==> config.mk <==
export PLATFORM = sky130hd
export DESIGN_NAME = run_detect_sched
export DESIGN_NICKNAME = d
export VERILOG_FILES = /design/src/rtl/run_detect_pkg.sv /design/src/rtl/run_detector.sv /design/src/rtl/run_detect_sched.sv
export SDC_FILE = /design/constraint.sdc
export NUM_CORES = 1
export LEC_CHECK = 0
export CAP_MARGIN = 20
export CORE_MARGIN = 8
export CORE_UTILIZATION = 40
export DETAILED_ROUTE_END_ITERATION = 6
export PLACE_DENSITY = 0.67
export SYNTH_ARGS = -nofsm -noshare
export SYNTH_HDL_FRONTEND = slang
export SYNTH_SLANG_ARGS = --single-unit
==> constraint.sdc <==
create_clock -name clk -period 2.9 [get_ports clk]
set_clock_uncertainty 0.1 [all_clocks]
set_input_delay 0.435 -clock clk [delete_from_list [all_inputs] [get_ports clk]]
set_output_delay 0.435 -clock clk [all_outputs]
set_load 0.1 [all_outputs]
==> src/rtl/run_detect_pkg.sv <==
// run_detect_pkg: FSM state encoding, default word width and requester ids for run_detect_sched
package run_detect_pkg;
  localparam int W_DEF = 8;
  localparam logic [1:0] IDLE = 2'd0;
  localparam logic [1:0] SHIFT = 2'd1;
  localparam logic [1:0] DONE = 2'd2;
  localparam logic REQ0 = 1'b0;
  localparam logic REQ1 = 1'b1;
endpackage

==> src/rtl/run_detector.sv <==
// run_detector: bit-serial run tracker (clk, reset, clr, en, in -> hit while a run of 4+ equal bits is present)
module run_detector (
  input  logic clk,
  input  logic reset,
  input  logic clr,
  input  logic en,
  input  logic in,
  output logic hit
);
  logic val;
  logic [2:0] len;
  assign hit = len == 3'd4;
  always_ff @(posedge clk)
    if (reset || clr) begin
      val <= 1'b0;
      len <= 3'd0;
    end else if (en) begin
      val <= in;
      len <= (len == 3'd0 || in != val) ? 3'd1 : hit ? 3'd4 : len + 3'd1;
    end
endmodule

==> src/rtl/run_detect_sched.sv <==
// run_detect_sched: two-requester scheduler counting 4-bit equal runs per word (clk, reset, req0/1 valid/data/ready, res valid/ready/id/hits; RUN_DETECT_SCHED_RR_EN selects round-robin over fixed priority)
module run_detect_sched
  import run_detect_pkg::*;
#(
  parameter int W = W_DEF,
  parameter int CW = $clog2(W + 1)
) (
  input  logic          clk,
  input  logic          reset,
  input  logic          req0_valid,
  input  logic [W-1:0]  req0_data,
  output logic          req0_ready,
  input  logic          req1_valid,
  input  logic [W-1:0]  req1_data,
  output logic          req1_ready,
  output logic          res_valid,
  input  logic          res_ready,
  output logic          res_id,
  output logic [CW-1:0] res_hits
);
  localparam int IW = $clog2(W);
  logic [1:0] state;
  logic [W-1:0] word;
  logic [IW-1:0] idx;
  logic [CW-1:0] cnt;
  logic id, hit, gnt1, take;
`ifdef RUN_DETECT_SCHED_RR_EN
  logic last;
  always_ff @(posedge clk)
    if (reset) last <= REQ1;
    else if (take) last <= gnt1;
  assign gnt1 = req1_valid && (!req0_valid || last == REQ0);
`else
  assign gnt1 = req1_valid && !req0_valid;
`endif
  assign take = state == IDLE && !reset && (req0_valid || req1_valid);
  assign req0_ready = take && !gnt1;
  assign req1_ready = take && gnt1;
  assign res_valid = state == DONE && !reset;
  assign res_id = res_valid && id;
  assign res_hits = res_valid ? cnt + CW'(hit) : '0;
  always_ff @(posedge clk)
    if (reset) begin
      state <= IDLE;
      id <= REQ0;
      word <= '0;
      idx <= '0;
      cnt <= '0;
    end else if (take) begin
      state <= SHIFT;
      id <= gnt1;
      word <= gnt1 ? req1_data : req0_data;
      idx <= '0;
      cnt <= '0;
    end else if (state == SHIFT) begin
      word <= word >> 1;
      idx <= idx + IW'(1);
      cnt <= cnt + CW'(hit);
      state <= idx == IW'(W - 1) ? DONE : SHIFT;
    end else if (res_valid && res_ready) state <= IDLE;
  run_detector u_det (
    .clk  (clk),
    .reset(reset),
    .clr  (take),
    .en   (state == SHIFT),
    .in   (word[0]),
    .hit  (hit)
  );
endmodule

==> impl_metrics.py, run 1 <==
metrics = {
    "drt": {
        "antenna_left": 0,
        "routed-via-count": 1065,
        "post-route-drc-count": 0,
        "routedWlPerCell_um": 13.5,
        "firstDrtPassIters": 4,
        "totalWireLength_mm": 2.65,
        "viasPerCell": 5.41,
        "drt_first_iter_violations": 57,
    },
    "global_route": {
        "grt_max_degree": 13,
        "grt_use_total_pct": 10.8,
        "grt_overflow": 0,
        "wire_length_of_the_first_global_routing_pass_mm": 4.55,
        "grt_pass1_vias": 1031,
        "antenna_found_initial": 0,
    },
    "placed_design": {
        "placed_cells_incl_taps": 194,
        "place_worst_setup_slack_ns": 0.652,
        "io_buffers": 28,
        "globalplace.congestion": 0.773,
        "dpl_wire_length_mm": 2.11,
    },
    "power": {
        "switching_share_pct": 25.5,
        "power.net_switching_mw": 0.143,
        "power_density_nw_per_um2": 349,
        "power_frac_seq_pct": 58.1,
        "power_frac_comb_pct": 18.4,
        "power.static_leakage_nw": 0.604,
        "fin_total_pwr_mw": 0.561,
        "p_int_mw": 0.418,
        "vdd_drop_max_uv": 337,
        "share_clk_of_total_power_pct": 23.5,
    },
    "yosys": {
        "seq_total_area_yosys_pct": 36.3,
        "synth_async_sr_flop_share_pct": 0,
        "postSynthCellCount": 137,
        "top_post_synthesis_cells_by_area": "dfxtp_1, ha_1, mux2i_1",
        "synth-edff-count": 0,
        "synth.avg_cell_area_um2": 8.87,
        "synth.cells.most_frequent": "dfxtp_1, nand2_1, a21oi_1",
        "seq_cells_post_synth": 22,
        "share_of_yosys_cell_area_claimed_by_the_top_area_cell_type_pct": 36.3,
        "ys_warn_count": 0,
        "post-synth-top-count-cell": "dfxtp_1",
        "yosys_most_used_dff": "dfxtp_1",
        "mappedNetlistArea_um2": 1210,
        "synth.lib_cells_used.distinct": 37,
        "synthesized_nets": 164,
        "synth_largest_area_cell": "dfxtp_1",
    },
    "worst_setup_path": {
        "cp_num_buf_inv": 2,
        "critical_path_class": "reg2out",
        "critPathSlowestCell": "dfxtp_1",
        "start_kind": "flip-flop",
        "critical-path-max-stage-delay_ns": 0.40,
        "worst_path_dominant_cell_family": "adder cells",
        "timing.critical_path.cells": "inv_1 -> ha_1 -> and2_1 -> ha_1 -> ha_1 -> xnor2_1 -> nor2_2 -> buf_12",
        "critPathArrivalTime_ns": 2.05,
        "kind_of_end_point_of_the_critical_path": "primary output",
        "required_time_of_the_critical_path_ns": 2.37,
        "highest_net_fanout_along_the_worst_path": 4,
        "crit_top_cell": "ha_1",
    },
    "clock_tree": {
        "h-tree-depth": 1,
        "post-cts-setup-buffer-count": 0,
        "tritoncts_clock_tree": "done",
        "tritoncts.num_buffers": 3,
        "cts_hold_repair.buffers": 0,
        "clock_sink_count": 22,
        "cts.clk_slew.worst_paths_ns": 0.11,
        "ctsResizeCount": 0,
        "max-clock-path-buffers": 2,
        "source_to_sink_clock_delay_at_the_later_pin_of_the_worst_skew_pair_ns": 0.29,
        "cts.root.buffer_cell": "clkbuf_4",
    },
    "final_layout": {
        "num-nets-final": 193,
        "num_antenna_cells": 0,
        "final-instance-count-excl-fill": 197,
        "final_layout_size_suffix_gt1_share_pct": 16.5,
        "area_delta_synth_final_pct": 32.4,
    },
    "run_status": {
        "status": "completed",
    },
    "timing": {
        "period_needed_ns": 2.59,
        "max_slew.worst_pin.slew_ns": 0.780,
        "finalSetupViolCount": 0,
        "final_max_slew_viol_count": 0,
        "slew_headroom_pct": 47.9,
        "final.period_utilization_pct": 89.2,
        "finalSetupTns_ns": 0,
        "rsz0062_at_grt": "no",
        "fin_worst_hold_slack_ns": 0.372,
        "hold_viol_final": 0,
        "final.setup.worst_slack_ns": 0.314,
        "fmaxAchievable_mhz": 387,
    },
    "floorplan": {
        "core_um2": 2980,
        "floorplan.rows": 20,
        "chipHeight_um": 71.1,
        "dieArea_um2": 5060,
        "floorplan.initialDensity_pct": 40.8,
        "die-width_um": 71.1,
        "pin_count": 29,
    },
    "flow_run": {
        "timing.max_cap.violations": 0,
    },
    "min_path": {
        "worstHoldPathType": "reg2reg",
    },
}
[state kept, by name, indices dropped and copies added, names as in the netlist]
name,cells
word,8
cnt,4
idx,3
u_det.len,3
state,2
id,1
u_det.val,1
[cell type report]
type	instances	area [µm²]
clock buffer	3	22.5
sequential	22	440
tap	33	41.3
fill	277	1370
timing repair buffer	31	383
inverter	6	22.5
multi-input combinational	102	699
[stage by stage]
stage                     cell area [µm²]  util, %
final                                1610     54.0
after global routing                 1610     54.0
after CTS                            1610     54.0
after detailed placement             1590     53.3
after global placement               1590     53.3
after floorplan                      1220        -
[metal layers]
layer	wire [µm]	GRT usage [%]
met1	1130	11.5
met2	1390	20.2
met3	118	3.67
met4	12	1.62
met5	0	0
[cells by family after synthesis]
family,Yosys count,share of synthesized area (%)
compound gates,34,18.1
xor+xnor,5,3.61
fa+ha+maj,6,6.18
buf+inv,13,6.90
flops,22,36.3
mux,7,5.77
simple gates,50,23.2
[cells in the final DEF (no fill, tap or decap), drive strengths merged]
cell / Yosys / routed
ha: 6 / 6
nor4: 1 / 1
xor2: 2 / 2
a21oi: 10 / 10
nor3: 2 / 2
a311oi: 1 / 1
nand2b: 4 / 4
o211ai: 6 / 6
a31oi: 1 / 1
nor2: 7 / 7
or2: 1 / 1
mux2i: 7 / 7
nand4b: 1 / 1
nand3b: 2 / 2
buf: 7 / 11
o221a: 1 / 1
clkdlybuf4s50: 0 / 20
o2111ai: 1 / 1
o21ba: 1 / 1
inv: 6 / 6
a211oi: 2 / 2
nand3: 1 / 1
clkbuf: 0 / 3
or3: 1 / 1
and2: 6 / 6
nor3b: 2 / 2
dfxtp: 22 / 22
nor2b: 3 / 3
and3b: 1 / 1
a221oi: 2 / 2
xnor2: 3 / 3
nand2: 18 / 18
a21o: 1 / 1
o21ai: 8 / 8
[power by group through the flow]
stage,Combinational (mW),Sequential (mW),Clock (mW)
finish,0.103,0.326,0.132
global route,0.113,0.328,0.148
CTS,0.104,0.326,0.138
detailed placement,0.104,0.332,0
global placement,0.101,0.332,0
floorplan,0.0677,0.328,0
[path summary, 6_finish.rpt]
kind / slack [ns] / cells after the start / endpoint / from
max: 0.31 / 8 / res_hits[2] / u_det.len[0]
min: 0.37 / 2 / idx[1] / idx[1]
max reg2reg: 1.05 / 3 / u_det.len[0] / state[0]
min reg2reg: 0.37 / 2 / idx[1] / idx[1]
[worst reg2reg max path, cell delays in order, from the launching register on]
cell,delay [ns]
dfxtp_1,0.58
nor2b_1,0.69
o2111ai_1,0.18
nor3b_2,0.19
No activity file was read; power rests on OpenSTA's default activity.
==> inputs of run 2 (changes only) <==
--- a/config.mk
+++ b/config.mk
@@ -5,7 +5,7 @@
 export SDC_FILE = /design/constraint.sdc
 export NUM_CORES = 1
 export LEC_CHECK = 0
-export CAP_MARGIN = 20
+export CAP_MARGIN = 15
 export CORE_MARGIN = 8
 export CORE_UTILIZATION = 40
 export DETAILED_ROUTE_END_ITERATION = 6
==> results of run 2 <==
The final DEF is identical to that of run 1; final timing and power are the same.
